[src/rtl/bias_stream_ctrl.sv]
//==============================================================================
// Module      : bias_stream_ctrl
// Description : Reads NUM_CH bias words from a one-cycle-latency ROM, NUM_PIX
//               times over, and streams them to a FIFO-style output through a
//               2-entry skid buffer so back-pressure never drops a word.
// Revision    : 1.0 - initial release
//==============================================================================
`default_nettype none

`ifndef COEFF_WIDTH
`define COEFF_WIDTH 16
`endif
`ifndef KERN_S_K_19
`define KERN_S_K_19 16
`endif

module bias_stream_ctrl #(
    parameter int DATA_W  = `COEFF_WIDTH,
    parameter int NUM_CH  = `KERN_S_K_19,
    parameter int NUM_PIX = 1,
    parameter int ADDR_W  = (NUM_CH > 1) ? $clog2(NUM_CH) : 1
) (
    input  logic              ap_clk,
    input  logic              ap_rst_n,
    input  logic              ap_start,
    output logic              ap_idle,
    output logic              ap_done,
    output logic [ADDR_W-1:0] bias_V_address0,
    output logic              bias_V_ce0,
    input  logic [DATA_W-1:0] bias_V_q0,
    output logic [DATA_W-1:0] output_V_din,
    input  logic              output_V_full_n,
    output logic              output_V_write
);

    localparam int c_PIX_W = (NUM_PIX > 1) ? $clog2(NUM_PIX) : 1;
    localparam logic [ADDR_W-1:0]  c_LAST_CH  = ADDR_W'(NUM_CH - 1);
    localparam logic [c_PIX_W-1:0] c_LAST_PIX = c_PIX_W'(NUM_PIX - 1);

    typedef enum logic [1:0] {
        S_IDLE  = 2'd0,
        S_RUN   = 2'd1,
        S_DRAIN = 2'd2,
        S_DONE  = 2'd3
    } state_t;

    state_t              r_state;
    state_t              w_state_nxt;
    logic [ADDR_W-1:0]   r_ch;
    logic [c_PIX_W-1:0]  r_pix;
    logic                r_pend;       // a ROM read was issued last cycle
    logic [DATA_W-1:0]   r_mem0;
    logic [DATA_W-1:0]   r_mem1;
    logic                r_wr_ptr;
    logic                r_rd_ptr;
    logic [1:0]          r_count;

    logic                w_pop;
    logic                w_ce0;
    logic                w_last_rd;
    logic                w_room;
    logic                w_drained;
    logic [DATA_W-1:0]   w_head;
    logic [1:0]          w_committed;

    assign w_pop       = (r_count != 2'd0) && output_V_full_n;
    assign w_head      = r_rd_ptr ? r_mem1 : r_mem0;
    assign w_last_rd   = (r_ch == c_LAST_CH) && (r_pix == c_LAST_PIX);
    // A word leaving this cycle frees its slot, which keeps reads back-to-back
    // while the output is flowing.
    assign w_committed = r_count + {1'b0, r_pend} - {1'b0, w_pop};
    assign w_room      = (w_committed < 2'd2);
    assign w_ce0       = (r_state == S_RUN) && w_room;
    // Entering DONE right after the final pop puts ap_done one cycle after
    // the last write.
    assign w_drained   = (r_count - {1'b0, w_pop} == 2'd0) && !r_pend;

    assign ap_idle         = (r_state == S_IDLE);
    assign ap_done         = (r_state == S_DONE);
    assign bias_V_ce0      = w_ce0;
    assign bias_V_address0 = r_ch;
    assign output_V_write  = w_pop;
    assign output_V_din    = (r_count != 2'd0) ? w_head : '0;

    // State register
    always_ff @(posedge ap_clk) begin
        if (!ap_rst_n) begin
            r_state <= S_IDLE;
        end else begin
            r_state <= w_state_nxt;
        end
    end

    // Next-state logic; ap_start only matters in IDLE
    always_comb begin
        w_state_nxt = r_state;
        case (r_state)
            S_IDLE:  if (ap_start) w_state_nxt = S_RUN;
            S_RUN:   if (w_ce0 && w_last_rd) w_state_nxt = S_DRAIN;
            S_DRAIN: if (w_drained) w_state_nxt = S_DONE;
            S_DONE:  w_state_nxt = S_IDLE;
            default: w_state_nxt = S_IDLE;
        endcase
    end

    // Channel/pixel counters advance once per issued read, clearing after the last
    always_ff @(posedge ap_clk) begin
        if (!ap_rst_n) begin
            r_ch  <= '0;
            r_pix <= '0;
        end else if (w_ce0) begin
            if (w_last_rd) begin
                r_ch  <= '0;
                r_pix <= '0;
            end else if (r_ch == c_LAST_CH) begin
                r_ch  <= '0;
                r_pix <= r_pix + c_PIX_W'(1);
            end else begin
                r_ch  <= r_ch + ADDR_W'(1);
            end
        end
    end

    // Outstanding-read flag: ROM data lands one cycle after ce0
    always_ff @(posedge ap_clk) begin
        if (!ap_rst_n) begin
            r_pend <= 1'b0;
        end else begin
            r_pend <= w_ce0;
        end
    end

    // 2-entry skid FIFO: push returning ROM data, pop on each stream write
    always_ff @(posedge ap_clk) begin
        if (!ap_rst_n) begin
            r_mem0   <= '0;
            r_mem1   <= '0;
            r_wr_ptr <= 1'b0;
            r_rd_ptr <= 1'b0;
            r_count  <= 2'd0;
        end else begin
            if (r_pend) begin
                if (r_wr_ptr) begin
                    r_mem1 <= bias_V_q0;
                end else begin
                    r_mem0 <= bias_V_q0;
                end
                r_wr_ptr <= ~r_wr_ptr;
            end
            if (w_pop) begin
                r_rd_ptr <= ~r_rd_ptr;
            end
            r_count <= r_count + {1'b0, r_pend} - {1'b0, w_pop};
        end
    end

endmodule

`default_nettype wire

[config.mk]
export PLATFORM = sky130hd
export DESIGN_NAME = bias_stream_ctrl
export DESIGN_NICKNAME = d
export VERILOG_FILES = /design/src/rtl/bias_stream_ctrl.sv
export SDC_FILE = /design/constraint.sdc
export NUM_CORES = 1
export LEC_CHECK = 0
export ABC_AREA = 1
export BUFFER_PORTS_ARGS = -buffer_cell sky130_fd_sc_hd__buf_2
export CELL_PAD_IN_SITES_DETAIL_PLACEMENT = 2
export CELL_PAD_IN_SITES_GLOBAL_PLACEMENT = 2
export CORE_MARGIN = 4
export CORE_UTILIZATION = 26
export CTS_CLUSTER_SIZE = 12
export DETAILED_ROUTE_END_ITERATION = 10
export PLACE_DENSITY = 0.74
export SYNTH_ARGS = -nofsm -noshare
export SYNTH_HDL_FRONTEND = slang
export SYNTH_SLANG_ARGS = --single-unit
[constraint.sdc]
create_clock -name ap_clk -period 1.3 [get_ports ap_clk]
set_input_delay 0 -clock ap_clk [delete_from_list [all_inputs] [get_ports ap_clk]]
set_output_delay 0 -clock ap_clk [all_outputs]
set_load 0.05 [all_outputs]
Yosys cells after proc, flatten, opt, wreduce, memory -nomap -nowiden
Cells that the tools add are included.
{"block": "totals", "wordCells": 49, "ff_bits": 44, "out_inout_bits": 24, "input_bits": 20}
{"block": "op_classes", "mux": 10, "eq_ne": 7, "addsub": 5, "magnitude_cmp": 1, "n_bitwise": 3, "n_reduce_logical": 14}
{"operator": "two-way mux 16 bit", "count": 2}
{"operator": "two-way mux 4 bit", "count": 2}
{"operator": "case mux 2 bit (4 select lines)", "count": 1}
{"operator": "two-way mux 2 bit", "count": 3}
{"operator": "AND reduction 2 bit", "count": 3}
{"operator": "logical AND 1 bit", "count": 5}
{"operator": "adder 4 x 1 -> 4 bit (second input constant)", "count": 1}
{"operator": "equality test 2 bit (second input constant)", "count": 2}
{"operator": "equality test 4 bit (second input constant)", "count": 1}
{"operator": "zero test 2 bit", "count": 2}
{"operator": "inequality test 2 bit (second input constant)", "count": 2}
{"operator": "nonzero test 2 bit", "count": 2}
{"operator": "subtractor 2 x 1 -> 2 bit", "count": 2}
{"operator": "inverter 1 bit", "count": 3}
{"operator": "AND reduction 3 bit", "count": 1}
{"operator": "adder 2 x 1 -> 2 bit", "count": 1}
{"operator": "equality test 2 x 1 -> 1 bit (second input constant)", "count": 1}
{"operator": "< comparator 2 bit (second input constant)", "count": 1}
{"operator": "two-way mux 1 bit", "count": 2}
{"operator": "inequality test 2 x 1 -> 1 bit (second input constant)", "count": 1}
{"operator": "adder 1 bit (second input constant)", "count": 1}
{"operator": "zero test 1 bit", "count": 1}

Logic depth before layout (Yosys ltp)
Gate-level depths: netlist of run 1.
{"block": "depth", "ltp_word": 8, "mapped_depth": 11, "ltp_nobuf": 11}

Worst setup path before layout of run 1
No wires, ideal clock.
{"block": "synth_timing", "path_kind": "reg-to-reg", "start": "register r_ch[0], in the netlist bias_V_address0[0]", "end": "register r_state[0]", "path_stages_with_launch": 9, "period_less_slack_ns": 1.612, "arrival_time_ns": 1.496, "setup_slack_ns": -0.312, "path_buffers": 0, "required_time_ns": 1.185, "path_cell_list": "dfxtp_1 -> ha_1 -> nand3_1 -> nor2_1 -> nand3_1 -> nand2_1 -> nand3_1 -> nand2_1 -> nor2_1"}
{"block": "synth_via", "elab_chain_len": 5}
{"element": "start: declaration", "line": "49", "rtl": "logic [ADDR_W-1:0] r_ch;"}
{"element": "start signal: assignment", "line": "119", "rtl": "r_ch <= r_ch + ADDR_W'(1);"}
{"element": "equality test 4 bit", "line": "68", "rtl": "assign w_last_rd = (r_ch == c_LAST_CH) && (r_pix == c_LAST_PIX);"}
{"element": "logical AND 1 bit", "line": "68"}
{"element": "logical AND 1 bit", "line": "99", "rtl": "S_RUN: if (w_ce0 && w_last_rd) w_state_nxt = S_DRAIN;"}
{"element": "inequality test 2 x 1 -> 1 bit (no line)"}
{"element": "AND reduction 3 bit (no line)"}
{"element": "end signal: assignment", "line": "90", "rtl": "r_state <= w_state_nxt;"}
{"element": "end: declaration", "line": "47", "rtl": "state_t r_state;"}
No other way between the ends.
A chain may end at the register's enable or synchronous reset.

Worst setup path in the final report of run 1
{"block": "layout_timing", "start": "register r_count[0]", "end": "output port bias_V_ce0"}
{"block": "layout_via", "elab_chain_len": 5, "elab_cells_between_ends": 6, "cone_classes": "2 x add/sub; 1 x order compare; 3 x reduce/logical"}
{"element": "start: declaration", "line": "56", "rtl": "logic [1:0] r_count;"}
{"element": "start signal: assignment", "line": "153", "rtl": "r_count <= r_count + {1'b0, r_pend} - {1'b0, w_pop};"}
{"element": "branches (longest 2 deep; another with adder 2 x 1 -> 2 bit)"}
{"element": "subtractor 2 x 1 -> 2 bit (*)", "line": "71", "rtl": "assign w_committed = r_count + {1'b0, r_pend} - {1'b0, w_pop};"}
{"element": "< comparator 2 bit (*)", "line": "72", "rtl": "assign w_room = (w_committed < 2'd2);"}
{"element": "logical AND 1 bit (*)", "line": "73", "rtl": "assign w_ce0 = (r_state == S_RUN) && w_room;"}
{"element": "end: declaration", "line": "29", "rtl": "output logic bias_V_ce0,"}
Mark *: on every way between the ends.

==> out/metrics.yaml, run 1 <==
drc: 0
cts_tree: "yes"
setup_ws_ns: -0.1649
gr-total-overflow: 0
grt.total_usage_pct: 18.06
first_pass_iters: 4
num_antenna_cells: 0
fin_nets: 382
numClockSinks: 44
whs_endpoint: "r_pend"
layout-area-overhead-vs-synth_pct: 63.92
yosysWarnings: 0
min_from: "ap_rst_n"
wl_per_cell_um: 17.32
drt_wl_total_um: 7897
hold_depth: 3
final_hold_viol_count: 0
coreArea_um2: 7292
crit_type: "reg2out"
crit_required_ns: 1.30
cts_made_buffers: 5
period_needed_ns: 1.465
grt_start_max_net_pins: 23
grt_pass1_vias: 2382
leakage_uw: 0.001290
power_uw: 4856
r2r_start: "r_count[0]"
switchingPower_uw: 1924
pwr-share-clk_pct: 22.2
fin_cells: 456
hpwl_um: 4683
cts_root_buf: "clkbuf_8"
clk_latency_ns: 0.30
ys_types: 24
dp_cells: 423
syn_area_um2: 1959
relSlewSlack_pct: 73.90
end_kind: "output pin"
final_max_slew_viol_count: 0
swShare_pct: 39.62
r2r-end: "r_state[1]"
cts_buffer_depth: 2
num_io_pins: 44
synth_edf_count: 0
antenna_left: 0
worstMarginPinSlew_ns: 0.3915
ff2ff_setup_slack_ns: -0.14
power_density_nw_per_um2: 1512
status: "finished with violations"
reg2reg_depth: 10
startpoint_type: "flip-flop"
cp_max_fo: 3
dieArea_um2: 8989
dieHeight_um: 94.81
skew_ns: 0.01107
synth_fp_nets: 301
drive_above_1_share_pct: 39.50
pre_cts_slack_ns: -0.06578
violations: "setup timing"
yosysSeqAreaShare_pct: 44.96
synth_ff_type: "dfxtp_1"
comb_power_share_pct: 41.7
setup_viol: 26
max_freq_mhz: 682.6
cap_viol_max_count: 0
netlist_instances: 275
drtIter0Drc: 21
die_w_um: 94.81
power_frac_seq_pct: 36.1
antenna_found_initial: 0
min_path_type: "in2reg"
htreeDepth: 2
grt_pass1_wl_um: 12430
async_reset_ff_share_pct: 0
io_buffers: 43
p_int_uw: 2932
syn_area_per_cell_um2: 7.125
timing.hold.ws_ns: 0.1143
vias_per_cell: 4.752
routabilityCongestion: 0.6879
rows: 31
finalCritPeriodShare_pct: 112.7
rsz0062_at_grt: "yes"
cp.arrival_ns: 1.46
synth.ff_latch_count: 44
ir_drop_mv: 0.4556
start_util_pct: 26.87
clk_pin_slew_worst_paths_ns: 0.09
vias: 2167
## layout by cell type (no fill, tap or decap), drive strengths merged
cell / Yosys / final
xor2: 2 / 2
clkinv: 0 / 1
o21ai: 36 / 36
ha: 6 / 6
clkbuf: 4 / 6
a21oi: 22 / 22
nand3: 9 / 9
nor2: 76 / 76
nand2: 48 / 48
a22oi: 1 / 1
buf: 8 / 70
and2: 1 / 1
dlygate4sd3: 0 / 16
bufinv: 0 / 1
clkinvlp: 0 / 1
inv: 15 / 14
or2: 1 / 1
and3: 1 / 1
dfxtp: 44 / 44
nor3: 1 / 1
## cells by family (layout without fill, tap and decap cells)
kind of cell	after synthesis	after routing	synth area share (%)
adders and majority gates	6	6	3.831
xor gates and xnor gates	2	2	0.8942
AOI/OAI and AO/OA	59	59	15.20
buffers and inverters	27	109	5.938
DFF	44	44	44.96
and+or+nand+nor	137	137	29.18
## registers in the layout, summed over array words and instances (netlist names), 2 cells and up
signal / count
r_count: 2
r_state: 2
r_mem0: 16
r_mem1: 16
bias_V_address0: 4
## per-stage QoR
stage | instance area (um2) | util (%) | TNS (ns)
floorplan | 2122 | - | 0
global placement | 2566 | 35.19 | 0
detailed placement | 2566 | 35.19 | -0.2781
CTS | 3126 | 42.86 | -1.775
global route | 3212 | 44.05 | -3.937
finish | 3212 | 44.05 | -2.364
## synth_stat cells (3+ instances only)
cell type	instances	area (um2)
nor2_1	74	277.8
nand2_1	46	172.7
dfxtp_1	44	880.8
o21ai_0	32	160.2
a21oi_1	22	110.1
inv_1	12	45.04
nand3_1	7	35.03
buf_2	6	30.03
ha_1	6	75.07
clkbuf_1	4	15.01
o21ai_1	4	20.02
inv_2	3	11.26
## worst max-delay path by stage
stage | start | to | slack, ns
after global placement | r_count[0] | bias_V_address0[3] | 0.009
after detailed placement | r_count[0] | bias_V_address0[1] | -0.07
after CTS | r_count[0] | bias_V_ce0 | -0.15
after global routing | r_count[0] | bias_V_ce0 | -0.24
final | r_count[0] | bias_V_ce0 | -0.16
after floorplan | bias_V_address0[0] | r_state[0] | 0.002
## critical path, stage by stage (launching register included)
cell	delay (ns)
dfxtp_4	0.36
inv_2	0.05
nand3_2	0.07
nand2_2	0.09
ha_4	0.15
inv_2	0.04
nand3_2	0.07
and3_4	0.20
buf_8	0.14
## cell type report
type	count	area [um2]
fillers	840	4080
repair buffers	86	774.5
inverters	15	62.56
clock buffers	6	72.57
flip-flops and latches	44	905.9
well taps	99	123.9
multi-input cells	204	1237
clock inverters	2	35.03
## what timing repair did
action,CTS,global route
hold endpoints to repair,30,0
gates resized for setup,73,14
pin swaps,8,5
setup buffers,6,3
hold buffers,16,0
setup endpoints to repair,25,45
## per-layer routing
| metal | vias to the layer above | routed length [um] | GRT usage (%) |
|---|---|---|---|
| li1 | 1041 | - | - |
| met1 | 1068 | 3298 | 21.74 |
| met2 | 41 | 4182 | 32.77 |
| met3 | 17 | 257 | 2.629 |
| met4 | 0 | 159 | 5.769 |
| met5 | - | 0 | 0 |
## power by group through the flow
stage,clock network (uW),registers (uW),logic [uW]
floorplan,0,1780,1080
global placement,0,1730,1540
detailed placement,0,1740,1600
CTS,1100,1740,1910
global route,1160,1780,2210
finish,1080,1750,2030
No activity file was read; power rests on OpenSTA's default activity.
==> run 2, diff against run 1 <==
--- a/config.mk
+++ b/config.mk
@@ -10,10 +10,11 @@
 export CELL_PAD_IN_SITES_DETAIL_PLACEMENT = 2
 export CELL_PAD_IN_SITES_GLOBAL_PLACEMENT = 2
 export CORE_MARGIN = 4
-export CORE_UTILIZATION = 26
+export CORE_UTILIZATION = 27
+export CTS_BUF_LIST = sky130_fd_sc_hd__clkbuf_8
 export CTS_CLUSTER_SIZE = 12
 export DETAILED_ROUTE_END_ITERATION = 10
-export PLACE_DENSITY = 0.74
+export PLACE_DENSITY = 0.76
 export SYNTH_ARGS = -nofsm -noshare
 export SYNTH_HDL_FRONTEND = slang
 export SYNTH_SLANG_ARGS = --single-unit
==> run 2 against run 1 <==
The flow still finishes with violations (setup timing). Clock power hardly changed. Clock skew shrank 0.0030 ns. Final cell count down 1.3%. Worst hold slack worse by 0.090 ns. Design area is 1.5% lower. Largest cell class unchanged. Largest power group unchanged.
==> out/metrics.yaml, run 2 (synthesis gave the netlist of run 1 again) <==
drive_above_1_share_pct: 36.72
power_uw: 4802
period_needed_ns: 1.512
power_density_nw_per_um2: 1518
gr-total-overflow: 0
layout-area-overhead-vs-synth_pct: 61.49
end_kind: "flip-flop"
clk_latency_ns: 0.30
dieArea_um2: 8683
final_max_slew_viol_count: 0
fin_nets: 379
timing.hold.ws_ns: 0.02421
htreeDepth: 2
drc: 0
routabilityCongestion: 0.6959
status: "finished with violations"
worstMarginPinSlew_ns: 0.3656
start_util_pct: 28.37
grt_pass1_vias: 2505
drt_wl_total_um: 8442
comb_power_share_pct: 41.9
relSlewSlack_pct: 75.63
grt_start_max_net_pins: 19
vias: 2191
startpoint_type: "flip-flop"
die_w_um: 93.19
coreArea_um2: 6907
rsz0062_at_grt: "yes"
clk_pin_slew_worst_paths_ns: 0.09
fin_util_pct: 45.82
fin_cells: 450
violations: "setup timing"
cp.arrival_ns: 1.74
pwr-share-clk_pct: 22.0
min_path_type: "in2reg"
io_buffers: 43
cts_tree: "yes"
ir_drop_mv: 0.8705
cap_viol_max_count: 0
max_freq_mhz: 661.6
antenna_left: 0
first_pass_iters: 4
wl_per_cell_um: 18.76
num_antenna_cells: 0
switchingPower_uw: 1910
p_int_uw: 2892
cp_max_fo: 5
dieHeight_um: 93.19
setup_viol: 28
swShare_pct: 39.78
grt.total_usage_pct: 18.25
crit_type: "reg2reg"
final_cell_mix: "nor2_1 (71), nand2_1 (40), dfxtp_1 (36), o21ai_0 (31), buf_2 (25)"
drtIter0Drc: 98
power_frac_seq_pct: 36.1
rows: 30
skew_ns: 0.008027
numClockSinks: 44
layout_commonest_cell: "nor2_1"
hpwl_um: 4811
crit_required_ns: 1.53
grt_pass1_wl_um: 12410
finalCritPeriodShare_pct: 116.3
cts_made_buffers: 5
vias_per_cell: 4.869
leakage_uw: 0.001275
cts_buffer_depth: 2
dp_cells: 421
setup_ws_ns: -0.2116
cts_root_buf: "clkbuf_8"
pre_cts_slack_ns: -0.07103
num_io_pins: 44
final_hold_viol_count: 0
antenna_found_initial: 0
==> run 2: cell count changes in the layout (fill, tap and decap cells not counted), sizes merged <==
cell,previous run,this run
buf,70,67
clkinv,1,2
dlygate4sd3,16,15
==> run 2: final timing paths <==
kind                            slack [ns]           from  cells after the start                  to
worst min-delay path                  0.02  bias_V_q0[14]                      3          r_mem0[14]
worst min register to register        0.49      r_mem1[4]                      2           r_mem1[4]
worst max register to register       -0.21     r_count[0]                     11  bias_V_address0[1]
worst max-delay path                 -0.21     r_count[0]                     11  bias_V_address0[1]
==> run 2: critical path, cell delays in order, from the launching register on <==
cell and delay (ns):
dfxtp_2 0.37, inv_2 0.05, nand3_2 0.08, nand2_2 0.08
ha_4 0.17, inv_2 0.06, nand3_4 0.07, buf_6 0.12
and2_4 0.15, nand2_4 0.09, nand2_2 0.08, a21oi_2 0.12
==> run 2: what timing repair did <==
item                                    CTS  global route
setup buffers                             4             1
cloned                                    0             1
endpoints found under the setup margin   41            34
hold buffers                             15             0
hold endpoints to repair                 25             0
pin swaps                                 4             9
resized for setup                        48            26
==> run 2: layout make-up <==
| type | count | area [um2] |
|---|---|---|
| sequential | 44 | 900.9 |
| clock inverter | 3 | 38.79 |
| multi-input combinational | 204 | 1219 |
| fill | 789 | 3742 |
| timing repair buffer | 83 | 755.7 |
| tap | 96 | 120.1 |
| clock buffer | 5 | 68.82 |
| inverter | 15 | 61.31 |
==> run 2: power by group through the flow <==
stage | registers [uW] | clock network (uW) | logic [uW]
2_1_floorplan | 1780 | 0 | 1080
3_3_place_gp | 1730 | 0 | 1560
3_5_place_dp | 1740 | 0 | 1630
4_1_cts | 1710 | 1080 | 1820
5_1_grt | 1770 | 1130 | 2160
6_report | 1730 | 1060 | 2010
==> run 2: metrics by stage <==
step | cell area [um2] | setup TNS (ns)
after global routing | 3164 | -5.590
after detailed placement | 2570 | -0.5668
after floorplan | 2122 | 0
after global placement | 2570 | 0
after CTS | 3023 | -2.390
final | 3164 | -3.961
==> run 2: metal layers <==
| metal | part of all wire [%] | global-route usage [%] |
|---|---|---|
| met4 | 1.2 | 5.739 |
| met5 | 0 | 0 |
| met1 | 43 | 20.09 |
| met3 | 2.8 | 3.057 |
| met2 | 53 | 35.21 |
==> run 3, diff against run 2 <==
--- a/config.mk
+++ b/config.mk
@@ -15,6 +15,7 @@
 export CTS_CLUSTER_SIZE = 12
 export DETAILED_ROUTE_END_ITERATION = 10
 export PLACE_DENSITY = 0.76
+export SKIP_CTS_REPAIR_TIMING = 1
 export SYNTH_ARGS = -nofsm -noshare
 export SYNTH_HDL_FRONTEND = slang
 export SYNTH_SLANG_ARGS = --single-unit
==> run 3 against run 2 <==
The flow finishes with violations (hold timing, setup timing). Sequential cell count unchanged. Global-route usage down 2.6 points. Clock-buffer cell count unchanged. Combinational power down 4%. Final cell count down 0.67%. Worst setup slack worse by 0.017 ns. Sequential share of layout area up 1.1 points. Clock power about the same. Largest cell class unchanged.
==> out/metrics.yaml, run 3 (synthesis gave the netlist of run 1 again) <==
rsz0062_at_grt: "yes"
end_kind: "output pin"
rows: 30
setup_viol: 27
start_util_pct: 28.37
cts_root_buf: "clkbuf_8"
startpoint_type: "flip-flop"
relSlewSlack_pct: 75.95
crit_type: "reg2out"
cts_tree: "yes"
max_freq_mhz: 654.2
antenna_found_initial: 0
cts_buffer_depth: 2
gr-total-overflow: 0
min_from: "bias_V_q0[0]"
use_met1_pct: 18.03
grt_start_max_net_pins: 19
coreArea_um2: 6907
fin_util_pct: 44.06
cap_viol_max_count: 0
finalCritPeriodShare_pct: 117.6
drtIter0Drc: 79
io_buffers: 43
min_path_type: "in2reg"
layout_commonest_cell: "nor2_1"
worstMarginPinSlew_ns: 0.3603
power_density_nw_per_um2: 1545
final_hold_viol_count: 2
drt_wl_total_um: 7334
hold_depth: 3
ir_drop_mv: 0.7740
vias_per_cell: 4.743
top_usage_layer: "met2"
grt.met2_usage_pct: 29.51
hpwl_um: 4811
ff2ff_setup_slack_ns: -0.13
skew_ns: 0.006757
violations: "hold timing, setup timing"
fin_nets: 376
grt.total_usage_pct: 15.62
reg2reg_depth: 10
grt_pass1_wl_um: 10820
die_w_um: 93.19
pre_cts_slack_ns: -0.07103
r2r_start: "r_count[0]"
vias: 2120
setup_ws_ns: -0.2285
period_needed_ns: 1.528
startpoint: "r_count[0]"
num_io_pins: 44
layout-area-overhead-vs-synth_pct: 55.30
cts_made_buffers: 5
timing.hold.ws_ns: -0.02655
leakage_uw: 0.001255
antenna_left: 0
cp.arrival_ns: 1.53
first_pass_iters: 2
dieHeight_um: 93.19
fill_cells: 805
htreeDepth: 2
clk_pin_slew_worst_paths_ns: 0.09
fin_setup_tns_ns: -3.297
grt_pass1_vias: 2258
r2r-end: "r_pix"
clk_latency_ns: 0.30
cp_max_fo: 4
final_max_slew_viol_count: 0
drc: 0
met3_usage_pct: 2.816
final_cell_mix: "nor2_1 (73), nand2_1 (43), dfxtp_1 (36), o21ai_0 (32), buf_2 (25)"
wl_per_cell_um: 16.41
num_antenna_cells: 0
whs_endpoint: "r_mem0[0]"
drive_above_1_share_pct: 35.04
power_uw: 4703
dieArea_um2: 8683
crit_required_ns: 1.30
routabilityCongestion: 0.6959
status: "finished with violations"
numClockSinks: 44
run 3: cell count changes in the layout (fill, tap and decap cells not counted), sizes merged:
cell / previous run / this run
buf: 67 / 66
clkinv: 2 / 1
dlygate4sd3: 15 / 13
inv: 14 / 15
run 3: how the worst max path moves through the flow:
stage	slack, ns	cells after the start	to
global route	-0.31	8	bias_V_ce0
floorplan	0.002	8	r_state[0]
CTS	-0.32	7	bias_V_ce0
detailed placement	-0.07	9	bias_V_address0[2]
global placement	0.02	10	bias_V_address0[3]
finish	-0.23	8	bias_V_ce0
run 3: power breakdown:
group	internal, uW	switching (uW)
logic	749	1170
registers	1570	146
clock network	564	495
run 3: area by class of cell:
cell class / instances / area, um2 / share of cell area (%)
Sequential cell: 44 / 898.4 / 29.52
Tap cell: 96 / 120.1 / 3.947
Clock buffer: 5 / 68.82 / 2.262
Multi-Input combinational cell: 204 / 1141 / 37.50
Timing Repair Buffer: 80 / 715.7 / 23.52
Inverter: 15 / 60.06 / 1.974
Clock inverter: 3 / 38.79 / 1.275
run 3: per-layer routing:
| metal | share of wire, % | vias up |
|---|---|---|
| met5 | 0 | - |
| met4 | 1.1 | 0 |
| met3 | 2.5 | 8 |
| met2 | 54 | 32 |
| met1 | 43 | 1052 |
| li1 | - | 1028 |
run 3: metrics by stage:
| stage | hold WS (ns) | cell area, um2 | instances |
|---|---|---|---|
| 2_1_floorplan | 0.1349 | 2122 | 275 |
| 3_3_place_gp | 0.2389 | 2570 | 421 |
| 3_5_place_dp | 0.2522 | 2570 | 421 |
| 4_1_cts | -0.05948 | 2678 | 429 |
| 5_1_grt | -0.01470 | 3043 | 447 |
| 6_report | -0.02655 | 3043 | 447 |
run 3: critical path: stages (launching register included):
cell     delay [ns]
dfxtp_2        0.35
inv_2          0.05
nand3_2        0.07
nand2_1        0.09
ha_2           0.19
inv_2          0.04
nand3_2        0.07
and3_4         0.23
buf_8          0.15
